## config.mk

```make
export PLATFORM = sky130hd
export DESIGN_NAME = mapper_ram_arbiter
export DESIGN_NICKNAME = d
export VERILOG_FILES = /design/src/rtl/mapper_ram_arbiter_pkg.sv /design/src/rtl/mapper_result_fifo.sv /design/src/rtl/mapper_ram_arbiter.sv
export SDC_FILE = /design/constraint.sdc
export NUM_CORES = 1
export LEC_CHECK = 0
export BUFFER_PORTS_ARGS = -buffer_cell sky130_fd_sc_hd__buf_2
export CAP_MARGIN = 10
export CORE_UTILIZATION = 43
export CTS_CLUSTER_DIAMETER = 80
export DETAILED_ROUTE_END_ITERATION = 7
export PLACE_DENSITY_LB_ADDON = 0.15
export SETUP_SLACK_MARGIN = 0.02
export SLEW_MARGIN = 20
export SYNTH_ARGS = -nofsm -noshare
export SYNTH_HDL_FRONTEND = slang
export SYNTH_SLANG_ARGS = --single-unit
```

## constraint.sdc

```tcl
create_clock -name clk -period 1.83 [get_ports clk]
set_input_delay 0.0915 -clock clk [delete_from_list [all_inputs] [get_ports clk]]
set_output_delay 0.0915 -clock clk [all_outputs]
set_load 0.02 [all_outputs]
```

## src/rtl/mapper_ram_arbiter_pkg.sv

```systemverilog
`default_nettype none
// ============================================================================
// Module      : mapper_ram_arbiter_pkg
// Description : Shared register-map constants (RAM depth and word-address
//               width) and the grant-owner enumeration used by the mapper
//               RAM arbiter and its result FIFO.
// Contents    : c_MAP_ADDR_W  - default RAM word-address width
//               c_MAP_DEPTH   - number of valid RAM words
//               owner_e       - which requester owns the RAM this cycle
// Revision    : 1.0 - initial release
// ============================================================================
package mapper_ram_arbiter_pkg;

    localparam int c_MAP_ADDR_W = 8;
    localparam int c_MAP_DEPTH  = 240;

    typedef enum logic [1:0] {
        OWNER_NONE = 2'd0,
        OWNER_BUS  = 2'd1,
        OWNER_DP   = 2'd2
    } owner_e;

endpackage : mapper_ram_arbiter_pkg
`default_nettype wire

```

## src/rtl/mapper_result_fifo.sv

```systemverilog
`default_nettype none
// ============================================================================
// Module      : mapper_result_fifo
// Description : Two-entry fall-through result FIFO. When empty, pushed data is
//               presented on the output in the same cycle so a lookup result
//               appears one cycle after its grant; if the consumer is not
//               ready the word is captured and held stable.
// Ports       : clk, rst_n        - clock, asynchronous active-low reset
//               i_push/i_push_data - write strobe and data
//               i_ready            - consumer accepts o_data this cycle
//               o_valid/o_data     - head-of-queue result (o_data 0 when idle)
//               o_count            - stored entries (0..2), excludes bypass
// Revision    : 1.0 - initial release
// ============================================================================
module mapper_result_fifo #(
    parameter int DATA_W = 32
) (
    input  logic              clk,
    input  logic              rst_n,
    input  logic              i_push,
    input  logic [DATA_W-1:0] i_push_data,
    input  logic              i_ready,
    output logic              o_valid,
    output logic [DATA_W-1:0] o_data,
    output logic [1:0]        o_count
);

    logic [DATA_W-1:0] r_mem_q [2];
    logic [DATA_W-1:0] w_mem_d [2];
    logic              r_wr_ptr_q;
    logic              w_wr_ptr_d;
    logic              r_rd_ptr_q;
    logic              w_rd_ptr_d;
    logic [1:0]        r_count_q;
    logic [1:0]        w_count_d;

    logic w_empty;
    logic w_pop;
    logic w_bypass;
    logic w_write;
    logic w_read;

    always_comb begin
        w_empty = (r_count_q == 2'd0);
        o_valid = !w_empty || i_push;
        if (!w_empty) begin
            o_data = r_mem_q[r_rd_ptr_q];
        end else if (i_push) begin
            o_data = i_push_data;
        end else begin
            o_data = '0;
        end
        o_count = r_count_q;

        w_pop    = o_valid && i_ready;
        // Empty queue, push and pop together: the word flows straight through
        // and storage/occupancy are left untouched.
        w_bypass = w_empty && i_push && w_pop;
        w_write  = i_push && !w_bypass;
        w_read   = w_pop && !w_empty;

        w_mem_d = r_mem_q;
        if (w_write) begin
            w_mem_d[r_wr_ptr_q] = i_push_data;
        end
        w_wr_ptr_d = r_wr_ptr_q ^ w_write;
        w_rd_ptr_d = r_rd_ptr_q ^ w_read;
        w_count_d  = r_count_q + {1'b0, w_write} - {1'b0, w_read};
    end

    always_ff @(posedge clk or negedge rst_n) begin
        if (!rst_n) begin
            r_mem_q    <= '{default: '0};
            r_wr_ptr_q <= 1'b0;
            r_rd_ptr_q <= 1'b0;
            r_count_q  <= 2'd0;
        end else begin
            r_mem_q    <= w_mem_d;
            r_wr_ptr_q <= w_wr_ptr_d;
            r_rd_ptr_q <= w_rd_ptr_d;
            r_count_q  <= w_count_d;
        end
    end

endmodule : mapper_result_fifo
`default_nettype wire

```

## src/rtl/mapper_ram_arbiter.sv

```systemverilog
`default_nettype none
// ============================================================================
// Module      : mapper_ram_arbiter
// Description : Arbitrates a single-port RAM between a bus master and a
//               datapath lookup stream. The bus has priority, but after
//               MAX_BUS_RUN consecutive bus grants with the datapath waiting
//               the datapath is served. Lookup results go through a 2-entry
//               fall-through FIFO; addresses >= DEPTH are granted without
//               touching the RAM and read back as zero.
// Ports       : clk, rst_n                 - clock, async active-low reset
//               bus_req/addr/wdata/wen     - bus request (wen==0 => read)
//               bus_gnt/rvalid/rdata/err   - bus grant, read return, range error
//               dp_addr_valid/dp_addr      - lookup request
//               dp_addr_ready              - lookup accepted
//               dp_data_valid/dp_data      - lookup result
//               dp_data_ready              - result consumer ready
//               ram_en/addr/wdata/wen      - RAM command (combinational)
//               ram_rdata                  - RAM read data, 1-cycle latency
//               conflict_count             - contention counter (optional)
// Options     : define MAPPER_ARB_STATS_EN to add the 16-bit saturating
//               conflict_count output.
// Revision    : 1.0 - initial release
// ============================================================================
module mapper_ram_arbiter
    import mapper_ram_arbiter_pkg::*;
#(
    parameter int ADDR_W      = c_MAP_ADDR_W,
    parameter int DATA_W      = 32,
    parameter int DEPTH       = c_MAP_DEPTH,
    parameter int MAX_BUS_RUN = 4
) (
    input  logic                clk,
    input  logic                rst_n,
    input  logic                bus_req,
    input  logic [ADDR_W-1:0]   bus_addr,
    input  logic [DATA_W-1:0]   bus_wdata,
    input  logic [DATA_W/8-1:0] bus_wen,
    output logic                bus_gnt,
    output logic                bus_rvalid,
    output logic [DATA_W-1:0]   bus_rdata,
    output logic                bus_err,
    input  logic                dp_addr_valid,
    input  logic [ADDR_W-1:0]   dp_addr,
    output logic                dp_addr_ready,
    output logic                dp_data_valid,
    output logic [DATA_W-1:0]   dp_data,
    input  logic                dp_data_ready,
    output logic                ram_en,
    output logic [ADDR_W-1:0]   ram_addr,
    output logic [DATA_W-1:0]   ram_wdata,
    output logic [DATA_W/8-1:0] ram_wen,
    input  logic [DATA_W-1:0]   ram_rdata
`ifdef MAPPER_ARB_STATS_EN
    ,
    output logic [15:0]         conflict_count
`endif
);

    localparam int                c_RUN_W     = (MAX_BUS_RUN < 1) ? 1 : $clog2(MAX_BUS_RUN + 1);
    localparam logic [c_RUN_W-1:0] c_RUN_MAX  = c_RUN_W'(MAX_BUS_RUN);
    localparam logic [ADDR_W:0]   c_DEPTH_EXT = (ADDR_W + 1)'(DEPTH);

    owner_e              w_owner;
    logic                w_bus_in_range;
    logic                w_dp_in_range;
    logic                w_dp_credit;
    logic                w_dp_ok;
    logic [1:0]          w_fifo_count;
    logic [DATA_W-1:0]   w_push_data;

    logic [c_RUN_W-1:0]  r_run_cnt_q;
    logic [c_RUN_W-1:0]  w_run_cnt_d;
    logic                r_dp_inflight_q;
    logic                w_dp_inflight_d;
    logic                r_dp_oor_q;
    logic                w_dp_oor_d;
    logic                r_bus_rd_q;
    logic                w_bus_rd_d;
    logic                r_bus_oor_q;
    logic                w_bus_oor_d;

    // ------------------------------------------------------------------
    // Arbitration
    // ------------------------------------------------------------------
    always_comb begin
        w_bus_in_range = ({1'b0, bus_addr} < c_DEPTH_EXT);
        w_dp_in_range  = ({1'b0, dp_addr} < c_DEPTH_EXT);
        // A lookup may only launch if its result is guaranteed a FIFO slot:
        // stored results plus the read already in flight must leave room.
        w_dp_credit    = (({1'b0, w_fifo_count} + {2'b00, r_dp_inflight_q}) < 3'd2);
        w_dp_ok        = dp_addr_valid && w_dp_credit;

        w_owner = OWNER_NONE;
        if (rst_n) begin
            if (w_dp_ok && (!bus_req || (r_run_cnt_q >= c_RUN_MAX))) begin
                w_owner = OWNER_DP;
            end else if (bus_req) begin
                w_owner = OWNER_BUS;
            end
        end
    end

    // ------------------------------------------------------------------
    // Grant and RAM command outputs
    // ------------------------------------------------------------------
    always_comb begin
        bus_gnt       = (w_owner == OWNER_BUS);
        dp_addr_ready = (w_owner == OWNER_DP);
        bus_err       = bus_gnt && !w_bus_in_range;

        ram_en    = 1'b0;
        ram_addr  = '0;
        ram_wdata = '0;
        ram_wen   = '0;
        case (w_owner)
            OWNER_BUS: begin
                ram_en    = w_bus_in_range;
                ram_addr  = bus_addr;
                ram_wdata = bus_wdata;
                ram_wen   = w_bus_in_range ? bus_wen : '0;
            end
            OWNER_DP: begin
                ram_en   = w_dp_in_range;
                ram_addr = dp_addr;
            end
            default: begin
            end
        endcase
    end

    // ------------------------------------------------------------------
    // Next-state: run counter and in-flight read tracking
    // ------------------------------------------------------------------
    always_comb begin
        w_dp_inflight_d = (w_owner == OWNER_DP);
        w_dp_oor_d      = (w_owner == OWNER_DP) && !w_dp_in_range;
        w_bus_rd_d      = (w_owner == OWNER_BUS) && (bus_wen == '0);
        w_bus_oor_d     = (w_owner == OWNER_BUS) && !w_bus_in_range;

        w_run_cnt_d = r_run_cnt_q;
        if ((w_owner == OWNER_DP) || !dp_addr_valid) begin
            w_run_cnt_d = '0;
        end else if ((w_owner == OWNER_BUS) && (r_run_cnt_q != c_RUN_MAX)) begin
            w_run_cnt_d = r_run_cnt_q + 1'b1;
        end
    end

    always_ff @(posedge clk or negedge rst_n) begin
        if (!rst_n) begin
            r_run_cnt_q     <= '0;
            r_dp_inflight_q <= 1'b0;
            r_dp_oor_q      <= 1'b0;
            r_bus_rd_q      <= 1'b0;
            r_bus_oor_q     <= 1'b0;
        end else begin
            r_run_cnt_q     <= w_run_cnt_d;
            r_dp_inflight_q <= w_dp_inflight_d;
            r_dp_oor_q      <= w_dp_oor_d;
            r_bus_rd_q      <= w_bus_rd_d;
            r_bus_oor_q     <= w_bus_oor_d;
        end
    end

    // ------------------------------------------------------------------
    // Read returns
    // ------------------------------------------------------------------
    always_comb begin
        // Out-of-range reads never enabled the RAM, so substitute zero.
        w_push_data = r_dp_oor_q ? '0 : ram_rdata;
        bus_rvalid  = r_bus_rd_q;
        bus_rdata   = (r_bus_rd_q && !r_bus_oor_q) ? ram_rdata : '0;
    end

    mapper_result_fifo #(
        .DATA_W (DATA_W)
    ) u_result_fifo (
        .clk         (clk),
        .rst_n       (rst_n),
        .i_push      (r_dp_inflight_q),
        .i_push_data (w_push_data),
        .i_ready     (dp_data_ready),
        .o_valid     (dp_data_valid),
        .o_data      (dp_data),
        .o_count     (w_fifo_count)
    );

`ifdef MAPPER_ARB_STATS_EN
    // ------------------------------------------------------------------
    // Contention statistics: both sides pending means exactly one loses.
    // ------------------------------------------------------------------
    logic        w_conflict;
    logic [15:0] r_conflict_cnt_q;
    logic [15:0] w_conflict_cnt_d;

    always_comb begin
        w_conflict       = bus_req && dp_addr_valid && (w_owner != OWNER_NONE);
        w_conflict_cnt_d = r_conflict_cnt_q;
        if (w_conflict && (r_conflict_cnt_q != 16'hFFFF)) begin
            w_conflict_cnt_d = r_conflict_cnt_q + 16'd1;
        end
        conflict_count = r_conflict_cnt_q;
    end

    always_ff @(posedge clk or negedge rst_n) begin
        if (!rst_n) begin
            r_conflict_cnt_q <= 16'd0;
        end else begin
            r_conflict_cnt_q <= w_conflict_cnt_d;
        end
    end
`endif

endmodule : mapper_ram_arbiter
`default_nettype wire

```

# Word-level counts from Yosys, hierarchy flattened
# Cells that the tools add are included.
# classes
n_lt_le_gt_ge	7
bitwise_logic	4
eq_ne	3
reduce_logical	26
mux	20
addsub	4
# ops
op	n
$mux W32	9
$bwmux W64	1
$demux W32 S1	1
$lt A8 B8 Y1 const B	2
$pmux W8 S2	1
$logic_and A1 B1 Y1	13
$mux W4	2
$logic_not A1 Y1	7
$mux W3	2
$ge A2 B2 Y1 const B	2
$logic_not A4 Y1	1
$mux W2	2
$not A1 Y2	2
$add A2 B1 Y3	1
$add A3 B1 Y3 const B	1
$ge A3 B3 Y1 const B	1
$logic_or A1 B1 Y1	3
$lt A3 B2 Y1 const B	1
$ne A3 B3 Y1 const B	1
$add A2 B1 Y2	1
$eq A2 B1 Y1 const B	1
$eq A2 B2 Y1 const B	1
$logic_not A2 Y1	1
$lt A2 B1 Y1 const B	1
5 further kinds	6
# totals
wordCells	74
in_bits	89
regBits	75

# Depth between registers and ports, before layout
# Gate-level depths: netlist of the first run.
# depth
ltp_word	10
depth_mapped	7

# Hierarchy
# From an unflattened synthesis of the first run, not the netlist that was laid out.
# hier_totals
cells_unflattened	452
hier_area_um2	4793.3
# by_module_without_submodules
mod	area_per_inst_um2	seq_area_each_um2	n_inst	cells_each
mapper_result_fifo	3552.2	1701.6	1	274
mapper_ram_arbiter	1241.2	175.2	1	178

# Worst setup path after synthesis of the first run
# Ideal clock, no wire load.
# synth_timing
kind	register to register
start	reg u_result_fifo.r_count_q[1] (netlist: u_result_fifo.o_count[1])
end	reg u_result_fifo.r_mem_q[33] in the netlist's numbering
n_path_buf	2
required_time_ns	1.705
setup_time_ns	0.125
t_arrival_ns	1.782
path_slack_ns	-0.076
path_stages_with_launch	7
path_cell_list	dfrtp_1 -> nor2_1 -> a21boi_0 -> ha_1 -> clkbuf_1 -> buf_2 -> mux2_2
# synth_via
elab_chain_cells	7
word_cells_on_any_way	8
classes_between	reduce/logical: 8
# synth_lines
item	line_no	rtl
start: declaration	mapper_result_fifo.sv:34	logic [1:0] r_count_q;
start signal: assignment	mapper_result_fifo.sv:81	r_count_q <= w_count_d;
$logic_not A2 Y1 (*)	mapper_result_fifo.sv:44	w_empty = (r_count_q == 2'd0);
$logic_not A1 Y1	mapper_result_fifo.sv:45	o_valid = !w_empty || i_push;
$logic_or A1 B1 Y1	mapper_result_fifo.sv:45	
$logic_and A1 B1 Y1	mapper_result_fifo.sv:55	w_pop = o_valid && i_ready;
$logic_and A1 B1 Y1 (*)	mapper_result_fifo.sv:58	w_bypass = w_empty && i_push && w_pop;
$logic_not A1 Y1 (*)	mapper_result_fifo.sv:59	w_write = i_push && !w_bypass;
$logic_and A1 B1 Y1 (*)	mapper_result_fifo.sv:59	
end signal: assignment	mapper_result_fifo.sv:78	r_mem_q <= w_mem_d;
end: declaration	mapper_result_fifo.sv:28	logic [DATA_W-1:0] r_mem_q [2];
# Every way passes the cells marked *; elsewhere a longest branch is shown, timed or not.
# A chain may end at the register's enable or synchronous reset.

# Worst setup path after layout of the first run
# layout_timing
start	reg u_result_fifo.r_count_q[1] (netlist: u_result_fifo.o_count[1])
end	out ram_addr[2]
# layout_via
elab_chain_cells	8
word_cells_on_any_way	9
classes_between	add/sub: 1; order compare: 1; eq/ne: 2; mux: 3; reduce/logical: 2
# layout_lines
item	line_no	rtl
$add A2 B1 Y3 (*)	mapper_ram_arbiter.sv:90	w_dp_credit = (({1'b0, w_fifo_count} + {2'b00, r_dp_inflight_q}) < 3'd2);
$lt A3 B2 Y1 (*)	mapper_ram_arbiter.sv:90	
$logic_and A1 B1 Y1 (*)	mapper_ram_arbiter.sv:91	w_dp_ok = dp_addr_valid && w_dp_credit;
$logic_and A1 B1 Y1 (*)	mapper_ram_arbiter.sv:95	if (w_dp_ok && (!bus_req || (r_run_cnt_q >= c_RUN_MAX))) begin
$mux W2 (*)	mapper_ram_arbiter.sv:95	
$mux W2 (*)	mapper_ram_arbiter.sv:94	if (rst_n) begin
$eq A2 B2 Y1 or $eq A2 B1 Y1 (tied branches)	mapper_ram_arbiter.sv:115	case (w_owner)
$pmux W8 S2 (*)	mapper_ram_arbiter.sv:115	
end: declaration	mapper_ram_arbiter.sv:49	output logic [ADDR_W-1:0] ram_addr,
# Marked as above.

==> metrics, run 1 <==
outcome=finished with violations; failing checks=setup timing; via count=approximately 4000; maximum clock rate=487.9 MHz; GPL Wtd Cong=between 0.8 and 0.9; Die W=104.4 µm; skew final=0.005442 ns; Via-to-Cell Ratio=5.204; Rows=37; yosys warns=0; Worst Max-Slew Pin Slew=approximately 0.92 ns; final hold vios=0; Power Dens Cells=1312 nW/µm²; # IOs=between 200 and 250; Synth-to-Final Area Change=49.00%; WP data arrival=1.96 ns; WL/cell=16.74 µm; post-route cell area=6723 µm²; fin worst setup slack=-0.2195 ns; Design Power=0.008821 W; max-cap violation count=0; Peak VDD IR=between 0.7 and 0.8 mV; fin crit share=112.0%; Clock Latency Late Sink=roughly 0.35 ns; DR DRC count=0; mux cell area share after synthesis=23.74%; largest net degree at the start of global routing=74; drt first pass iters=4; CTS buffer count=9; ant diodes=0; number of fill cells=around 800; Worst setup SP type=flop; IO buf count=202; initial antenna violation count=0; maximum buffer depth of the clock tree=2; share of cells above drive strength 1=about three fifths; Post-Synth Adder-Cell Area=under 10%; Net Count, Synth=502; most frequent cells in the layout=buf_2, dfrtp_1, mux2_2, buf_4, and2_1; cell count after placement=736; die height=between 100 and 150 µm; first-pass GRT wire length=19650 µm; flops & latches, synth=75; WP data required=about 1.7 ns; CP Class=flop to output pin; initial core utilization=44.10%; Post-Synth Simple-Gate Area=approximately a fifth; Fin Hold WS=0.02149 ns; root buf cell=clkbuf_8; Rel. slew slack=roughly 38%; CTS sink cnt=75; RSZ-0062 raised after global routing=yes; cell area after placement=a little under 6000 µm²; DIE AREA=between 10000 and 15000 µm²; Unique masters post-synth=35; Avg Cell Area, Syn=11.17 µm²; fin crit period=2.050 ns; critical path endpoint category=output pin; min-delay worst type=input pin to async pin; core area=approximately 10000 µm²; Syn Inst Count=404; CP max FO=9; hpwl dp=8442 µm; final slew viol count=0; post-synthesis sequential area ratio=41.60%; Pleak=3.305 nW; post-route ant nets=0; vias in the first global route=3962; most common cell after layout, fill and taps aside=buf_2; Post-Synth XOR/XNOR Area=0.5824%; Finish-stage setup viols=78; Overflow after GRT=0; Mapped Area=4512 µm²; clock transition at the registers of the reported paths=0.08 ns; final wirelength=between 10000 and 15000 µm; htree depth=3; drt first-iter violations=~130; gr usage total=between 20% and 30%; largest family of logic cells by synthesized area=multiplexers; post-place setup slack=between 0.01 and 0.015 ns; # nets final=723; non-filler cells, final=766; CTS tree=built; Synth Area in Compound Gates=8.652%
path summary, 6_finish.rpt:
check	startpoint	endpoint	depth (start not counted)	slack, ns
hold reg to reg	u_result_fifo.r_mem_q[13]	u_result_fifo.r_mem_q[13]	1	0.51
max in group asynchronous	rst_n	u_result_fifo.r_rd_ptr_q	2	1.11
setup / recovery	u_result_fifo.o_count[1]	ram_addr[2]	6	-0.22
hold / removal	rst_n	u_result_fifo.r_mem_q[4]	2	0.02
setup reg to reg	u_result_fifo.o_count[1]	r_run_cnt_q[2]	7	-0.03
min in group clk	bus_addr[6]	r_bus_oor_q	3	0.02
power breakdown:
group	total (W)	internal (W)	switching, W	leakage [nW]
clock network	0.00128	0.000666	0.000609	0.0926
registers	0.00278	0.00238	0.000407	0.940
logic	0.00476	0.00249	0.00227	2.27
worst max-delay path, cell delays in order (launching register included):
cell	delay [ns]
dfrtp_2	0.45
nor2b_4	0.20
and4_4	0.27
ha_4	0.22
a22oi_2	0.10
nor2_1	0.18
buf_4	0.18
kinds of logic (layout without fill, tap and decap cells):
kind of cell	after synthesis	count (layout)
multiplexers	99	99
adder cells (fa/ha/maj)	9	9
AO/OA/AOI/OAI	46	46
flip-flops	75	75
AND/OR/NAND/NOR	135	135
XOR/XNOR	3	3
buffers and inverters	37	263
stage by stage:
stage	utilization [%]	TNS [ns]
global route	65.71	-12.85
global placement	56.71	0
finish	65.71	-7.128
floorplan	-	0
CTS	62.86	-6.111
detailed placement	56.71	0
metal layers:
| layer | GRT usage (%) | share of wire (%) | wire [µm] | up-vias |
|---|---|---|---|---|
| met3 | 4.511 | 5.4 | 686 | 15 |
| met2 | 40.63 | 51 | 6517 | 154 |
| met4 | 6.633 | 1.6 | 206 | 0 |
| met1 | 27.63 | 42 | 5411 | 1962 |
| li1 | - | - | - | 1855 |
| met5 | 0 | 0 | 0 | - |
what timing repair did:
action	in CTS	in global routing
setup endpoints to repair	83	143
pin swaps	4	5
resized for setup	83	86
endpoints found under the hold margin	2	0
hold buffers	1	0
cloned	2	0
buffers inserted	10	4
cells in the mapped netlist, drive strengths merged:
| library cell | instances | area share [%] |
|---|---|---|
| dfrtp | 75 | 42 |
| and2 | 66 | 9.2 |
| mux2 | 64 | 16 |
| mux2i | 35 | 7.8 |
| nor2b | 35 | 4.9 |
| o2bb2ai | 32 | 6.5 |
| buf | 20 | 2.7 |
| clkbuf | 10 | 0.83 |
| ha | 9 | 2.5 |
| nor2 | 9 | 0.75 |
| a22oi | 7 | 1.2 |
| inv | 7 | 0.58 |
| and3 | 4 | 0.55 |
| nand2 | 4 | 0.33 |
| nand3b | 4 | 0.67 |
| xnor2 | 3 | 0.58 |
| a21boi | 2 | 0.33 |
| a21oi | 2 | 0.22 |
| and4 | 2 | 0.39 |
| nand2b | 2 | 0.28 |
| nand4 | 2 | 0.28 |
| nor4b | 2 | 0.72 |
| a31o | 1 | 0.19 |
| a31oi | 1 | 0.14 |
| and4b | 1 | 0.22 |
| nand3 | 1 | 0.11 |
| nor4 | 1 | 0.14 |
| o21ai | 1 | 0.11 |
| or3 | 1 | 0.14 |
| or3b | 1 | 0.19 |
area by class of cell:
type,count,area [µm²],share of cell area [%]
Clock inverter,4,50.05,0.7445
Timing Repair Buffer,240,1718,25.55
Multi-Input combinational cell,292,2729,40.59
Clock buffer,12,145.1,2.159
Sequential cell,75,1884,28.03
Inverter,7,26.28,0.3908
Tap cell,136,170.2,2.531
registers in the layout, summed over array words and instances (netlist names):
signal                    count
u_result_fifo.o_count         2
u_result_fifo.r_mem_q        64
bus_rvalid                    1
r_bus_oor_q                   1
u_result_fifo.r_rd_ptr_q      1
r_dp_inflight_q               1
r_dp_oor_q                    1
u_result_fifo.r_wr_ptr_q      1
r_run_cnt_q                   3
Note: power is estimated with default switching activity, not from simulation.
==> inputs of run 2 (changes only) <==
- SETUP_SLACK_MARGIN: 0.02 -> 0.05
==> run 2 against run 1 <==
Clock skew grew 0.011 ns. Non-clock buffer count grew 8. The flow still finishes with violations (setup timing). Design area grew 7.0%. Combinational power grew 19%. Sequential share of layout area shrank 1.9 points. Global-route usage grew 0.74 points. First-iteration DRC count shrank 3.1%. Register-to-register slack gained 0.09 ns. Worst setup slack gained 0.044 ns. Critical path depth grew 1.
==> metrics, run 2 (synthesis gave the netlist of run 1 again) <==
outcome=finished with violations; failing checks=setup timing; initial core utilization=44.10% (unchanged); met3 Use GR=4.887% (+0.38 points); most common cell after layout, fill and taps aside=buf_2; WL/cell=18.27 µm (+9.1%); RSZ-0062 raised after global routing=yes; # nets final=731 (+1.1%); final slew viol count=0 (unchanged); Design Power=0.009867 W (+12%); met2 usage=43.38% (+2.7 points); WP data arrival=1.91 ns (-0.05 ns); cell area after placement=5763 µm² (-0.67%); Fin Hold WS=0.03928 ns (+0.01779 ns); GRT Max-Usage Layer=met2; Via-to-Cell Ratio=5.234 (+0.58%); critical path endpoint category=output pin; fin worst setup slack=-0.1759 ns (+0.04359 ns); final hold vios=0 (unchanged); Pleak=3.472 nW (+5.1%); CP max FO=6 (-3); initial antenna violation count=0 (unchanged); clock transition at the registers of the reported paths=0.08 ns (about the same); skew final=0.01604 ns (+0.01060 ns); Finish-stage setup viols=78 (unchanged); maximum clock rate=498.5 MHz (+2.2%); Overflow after GRT=0 (unchanged); max reg flops=64 (unchanged); Clock Latency Late Sink=0.36 ns (about the same); gr usage total=23.53% (+0.74 points); drt first-iter violations=124 (-3.1%); Power Dens Cells=1372 nW/µm² (+4.5%); Rel. slew slack=62.08% (+24 points); Worst setup SP type=flop; post-route cell area=7193 µm² (+7.0%); largest net degree at the start of global routing=46 (-38%); met1 Use GR=26.38% (-1.3 points); min-delay worst type=input pin to flop; die height=104.4 µm (unchanged); drt first pass iters=4 (unchanged); CP Class=flop to output pin; post-route ant nets=0 (unchanged); crit path max-delay cell type=dfrtp_2; # IOs=203 (unchanged); number of fill cells=764 (-4.9%); Synth-to-Final Area Change=59.43%; CTS tree=built; fin crit share=109.6% (-2.4 points); htree depth=3 (unchanged); Worst Max-Slew Pin Slew=0.5688 ns (-0.3542 ns); ant diodes=0 (unchanged); final wirelength=14140 µm (+10%); vias in the first global route=3996 (+0.86%); DIE AREA=10910 µm² (unchanged); share of cells above drive strength 1=62.07% (+2.7 points); hpwl dp=8789 µm (+4.1%); max-cap violation count=0 (unchanged); largest reg by FF count=u_result_fifo.r_mem_q; first-pass GRT wire length=19940 µm (+1.5%); fin crit period=2.006 ns (-0.04359 ns); most frequent cells in the layout=buf_2, dfrtp_1, mux2_2, and2_1, buf_6; IO buf count=202 (unchanged); Rows=37 (unchanged); Cell Chain, Critical Path=nor2b_4, and4_4, ha_4, buf_6, a22oi_2, nor2_1, buf_4; Die W=104.4 µm (unchanged); Peak VDD IR=0.7851 mV (+9.4%); maximum buffer depth of the clock tree=2 (unchanged); WP data required=1.74 ns (about the same); CTS buffer count=9 (unchanged); slowest cell delay on critical path=0.45 ns (about the same); root buf cell=clkbuf_8; CTS sink cnt=75 (unchanged); GPL Wtd Cong=0.8336 (-0.38%); via count=4051 (+1.6%); DR DRC count=0 (unchanged); Setup TNS=-6.100 ns (+1.028 ns); core area=10230 µm² (unchanged)
==> run 2: worst paths after layout <==
| check | startpoint | slack (ns) | end | cells after the start |
|---|---|---|---|---|
| setup reg to reg | r_run_cnt_q[2] | 0.06 | r_run_cnt_q[1] | 7 |
| min in group asynchronous | rst_n | 0.39 | u_result_fifo.r_wr_ptr_q | 3 |
| setup / recovery | u_result_fifo.o_count[1] | -0.18 | ram_addr[1] | 7 |
| hold reg to reg | u_result_fifo.r_mem_q[39] | 0.51 | u_result_fifo.r_mem_q[39] | 1 |
| hold / removal | bus_addr[6] | 0.04 | r_bus_oor_q | 3 |
| max in group asynchronous | rst_n | 0.97 | u_result_fifo.r_mem_q[44] | 3 |
==> run 2: repair_timing <==
action | 4_1_cts | 5_1_grt
hold buffers | 1 | 0
buffers inserted | 8 | 10
endpoints found under the hold margin | 75 | 0
cloned | 1 | 7
gates resized for setup | 83 | 110
pin swaps | 7 | 8
setup endpoints to repair | 80 | 148
==> run 2: cell type report <==
cell class                      count  area (µm²)  share of cell area [%]
Multi-Input combinational cell    292        3070                   42.69
Sequential cell                    75        1883                   26.18
Timing Repair Buffer              248        1833                   25.48
Tap cell                          136       170.2                   2.366
Clock buffer                       10       137.6                   1.913
Clock inverter                      6       72.57                   1.009
Inverter                            7       26.28                  0.3653
==> run 2: metrics by stage <==
step,util (%),cells,setup WS [ns]
after floorplan,-,404,0.06316
after global placement,56.33,731,0.05342
after detailed placement,56.33,731,0.02902
after CTS,61.76,757,-0.1286
after global routing,70.31,774,-0.2377
final,70.31,774,-0.1759
==> run 2: routing by layer <==
metal | wire length, µm | up-vias | share of wire, %
met4 | 407 | 0 | 2.9
li1 | - | 1874 | -
met1 | 5648 | 1986 | 40
met2 | 7405 | 167 | 52
met5 | 0 | - | 0
met3 | 677 | 24 | 4.8
==> run 2: power breakdown <==
group	leakage [nW]	switching, W	internal, W
registers	0.942	0.000473	0.00238
clock network	0.0971	0.000672	0.000681
logic	2.43	0.00269	0.00297
total	3.47	0.00384	0.00603
==> run 2: worst max-delay path, delay by kind of cell, from the launching register on <==
family | cells | cell delay, ns
adder cells (fa/ha/maj) | 1 | 0.17
AND/OR/NAND/NOR | 3 | 0.58
buffers and inverters | 2 | 0.30
AO/OA/AOI/OAI | 1 | 0.07
flip-flops | 1 | 0.45
==> inputs of run 3 (changes only) <==
- CORE_UTILIZATION: 43 -> 44
- SYNTH_HIERARCHICAL: not set -> 1
==> run 3 against run 2 <==
The run ends with hold timing, setup timing left. Worst setup slack got worse by 0.033 ns. Non-clock buffer count rose by 8. Sequential share of layout area fell by 2.6 points. Register-to-register slack got worse by 0.17 ns. Die area rose by 3.7%. Critical path type unchanged. Largest cell class unchanged. Highest routed layer unchanged.
==> metrics, run 3 <==
outcome=finished with violations; failing checks=hold timing, setup timing; min-delay worst type=input pin to async pin; Finish-stage setup viols=143 (+83%); drt first pass iters=4 (unchanged); Peak VDD IR=1.036 mV (+32%); CTS tree=built; largest net degree at the start of global routing=68 (+48%); Worst Max-Slew Pin Slew=0.8544 ns (+0.2856 ns); initial antenna violation count=0 (unchanged); Logic pwr share=68.0% (+11 points); fin worst setup slack=-0.2094 ns (-0.03345 ns); maximum buffer depth of the clock tree=2 (unchanged); final slew viol count=0 (unchanged); GPL Wtd Cong=0.8400 (+0.77%); clock transition at the registers of the reported paths=0.07 ns (about the same); Setup crit end=ram_addr[4]; Power Dens Cells=1554 nW/µm² (+13%); Clock Latency Late Sink=0.36 ns (about the same); cell area after placement=6035 µm² (+4.7%); DR DRC count=0 (unchanged); root buf cell=clkbuf_8; Synth-to-Final Area Change=66.14%; Via-to-Cell Ratio=5.436 (+3.9%); # nets final=777 (+6.3%); fraction of registers with async set/reset=100.0% (unchanged); R2R depth=11 (+4); maximum clock rate=490.3 MHz (-1.6%); Post-Synth Simple-Gate Area=17.88% (-0.89 points); NetSw=0.005111 W (+33%); Die W=106.4 µm (+1.9%); max-cap violation count=0 (unchanged); synth cell count leaders=dfrtp_1, and2_1, mux2_2; Switching Fraction=41.29% (+2.4 points); IO buf count=202 (unchanged); cell count after placement=771 (+5.5%); yosys warns=6 (+6); htree depth=3 (unchanged); ant diodes=0 (unchanged); # IOs=203 (unchanged); Post-Synth XOR/XNOR Area=0.7309% (+0.15 points); first-pass GRT wire length=21740 µm (+9.0%); Worst R2R Setup Slack=-0.11 ns (-0.17 ns); post-synthesis sequential area ratio=39.15% (-2.4 points); Main synth FF type=dfrtp_1; post-synth top area share=39.15% (-2.4 points); Net Count, Synth=549 (+9.4%); Pleak=3.758 nW (+8.2%); CP Class=flop to output pin; core area=10460 µm² (+2.3%); ranking of synthesized cells by area=dfrtp_1, mux2_2, and2_1; Overflow after GRT=0 (unchanged); RR Endpoint=u_result_fifo/o_count[1]; Cell Chain, Critical Path=and2b_1, and2_4, a21oi_4, ha_4, clkbuf_16, nand2_4, o22ai_2, buf_6; mux cell area share after synthesis=21.93% (-1.8 points); non-filler cells, final=821 (+6.1%); crit path from=u_result_fifo/o_count[1]; Synth Area in Compound Gates=12.87% (+4.2 points); R2R Path Start=u_result_fifo/o_count[0]; WP data arrival=1.95 ns (+0.04 ns); CTS buffer count=9 (unchanged); post-route ant nets=0 (unchanged); max reg flops=64 (unchanged); RSZ-0062 raised after global routing=yes; Unique masters post-synth=38 (+8.6%); initial core utilization=45.81% (+1.7 points); hpwl dp=8464 µm (-3.7%); flops & latches, synth=75 (unchanged); EDFF count, synth=0 (unchanged); post-route cell area=7964 µm² (+11%); crit path max-delay cell type=dfrtp_1; Post-Synth Adder-Cell Area=2.088% (-0.41 points); share of cells above drive strength 1=65.26% (+3.2 points); Rows=37 (unchanged); drt first-iter violations=237 (+91%); Int Pwr=0.007268 W (+21%); gr usage total=24.64% (+1.1 points); Mapped Area=4793 µm² (+6.2%); top-count cell post-synth=dfrtp_1; WL/cell=19.43 µm (+6.4%); fin crit share=111.4% (+1.8 points); CP max FO=7 (+1); CTS sink cnt=75 (unchanged); skew final=0.006655 ns (-0.009390 ns); post-place setup slack=-0.06549 ns (-0.09452 ns); Sequential Power Share=22.7% (-6.2 points); Fin Hold WS=-0.01288 ns (-0.05216 ns); WP data required=1.74 ns (about the same); fin crit period=2.039 ns (+0.03345 ns); final wirelength=15950 µm (+13%); largest reg by FF count=u_result_fifo/r_mem_q; most common cell after layout, fill and taps aside=buf_2; leading area contributor after synthesis=dfrtp_1; Rel. slew slack=43.04% (-19 points); slowest cell delay on critical path=0.36 ns (-0.09 ns); largest family of logic cells by synthesized area=multiplexers; final hold vios=29 (+29); most frequent cells in the layout=buf_2, dfrtp_1, mux2_4, buf_6, and2_1; Avg Cell Area, Syn=10.60 µm² (-5.0%); die height=106.4 µm (+1.9%); Syn Inst Count=452 (+12%); vias in the first global route=4330 (+8.4%); clock share of power=9.2% (-4.5 points); Worst setup SP type=flop; via count=4463 (+10%); critical path endpoint category=output pin; DIE AREA=11320 µm² (+3.7%)
-- run 3: cell count changes in the layout (fill, tap and decap cells not counted), sizes merged, moves of 5 or more --
| cell | before | now |
|---|---|---|
| o21ai | 1 | 8 |
| a22oi | 7 | 2 |
| a21oi | 2 | 34 |
| clkbuf | 15 | 23 |
| nand2b | 2 | 8 |
| o2bb2ai | 32 | 0 |
| a211oi | 0 | 32 |
-- run 3: area by class of cell --
class / count / area (µm²)
sequential: 75 / 1879
clock inverter: 2 / 12.51
clock buffer: 14 / 152.6
multi-input combinational: 327 / 3505
inverter: 11 / 46.29
fill: 659 / 2499
tap: 136 / 170.2
timing repair buffer: 256 / 2198
-- run 3: logic make-up (layout without fill, tap and decap cells) --
kind of cell / after synthesis / in the layout
xor gates and xnor gates: 4 / 4
buffers and inverters: 51 / 283
adders and majority gates: 8 / 8
and+or+nand+nor: 137 / 138
AOI/OAI and AO/OA: 80 / 80
muxes: 97 / 97
DFF: 75 / 75
-- run 3: metal layers --
layer	GRT usage, %	vias to the layer above	wire length (µm)
met5	0	-	0
met4	7.242	0	273
met3	5.212	16	854
met2	41.56	172	8027
met1	31.66	2247	6798
li1	-	2028	-
-- run 3: repair_timing --
item	CTS	global route
endpoints found under the setup margin	151	179
resized for setup	169	146
hold buffers	3	0
pin swaps	6	15
buffers inserted	9	8
hold endpoints to repair	9	0
cloned	5	11
-- run 3: through the flow --
stage / hold slack, ns / utilization (%) / total power, W / setup TNS, ns
finish: -0.01288 / 76.12 / 0.01238 / -12.62
global placement: -0.06283 / 57.68 / 0.007843 / 0
floorplan: -0.2041 / - / 0.006558 / -0.03620
detailed placement: -0.05768 / 57.68 / 0.007983 / -0.3738
CTS: 0.005054 / 67.34 / 0.01023 / -7.069
global route: 0.05664 / 76.12 / 0.01293 / -21.10
-- run 3: worst min-delay path by stage --
stage	cells after the start	startpoint	slack, ns	to
after floorplan	0	rst_n	-0.20	bus_rvalid
after global placement	1	rst_n	-0.06	u_result_fifo/o_count[0]
after detailed placement	1	rst_n	-0.06	u_result_fifo/o_count[1]
after CTS	3	dp_addr[7]	0.005	r_dp_oor_q
after global routing	3	dp_addr[7]	0.06	r_dp_oor_q
final	2	rst_n	-0.01	u_result_fifo/r_mem_q[1]
-- run 3: power by group through the flow --
| stage | Sequential [W] | Clock, W | Combinational (W) |
|---|---|---|---|
| 2_1_floorplan | 0.00267 | 0 | 0.00389 |
| 3_3_place_gp | 0.00273 | 0 | 0.00512 |
| 3_5_place_dp | 0.00278 | 0 | 0.00520 |
| 4_1_cts | 0.00276 | 0.00115 | 0.00632 |
| 5_1_grt | 0.00288 | 0.00124 | 0.00881 |
| 6_report | 0.00282 | 0.00114 | 0.00842 |
-- run 3: worst max-delay path, delay by kind of cell, from the launching register on --
kind,cells,cell delay (ns)
AO/OA/AOI/OAI,2,0.28
buffers and inverters,2,0.32
AND/OR/NAND/NOR,3,0.39
adder cells (fa/ha/maj),1,0.22
flip-flops,1,0.36
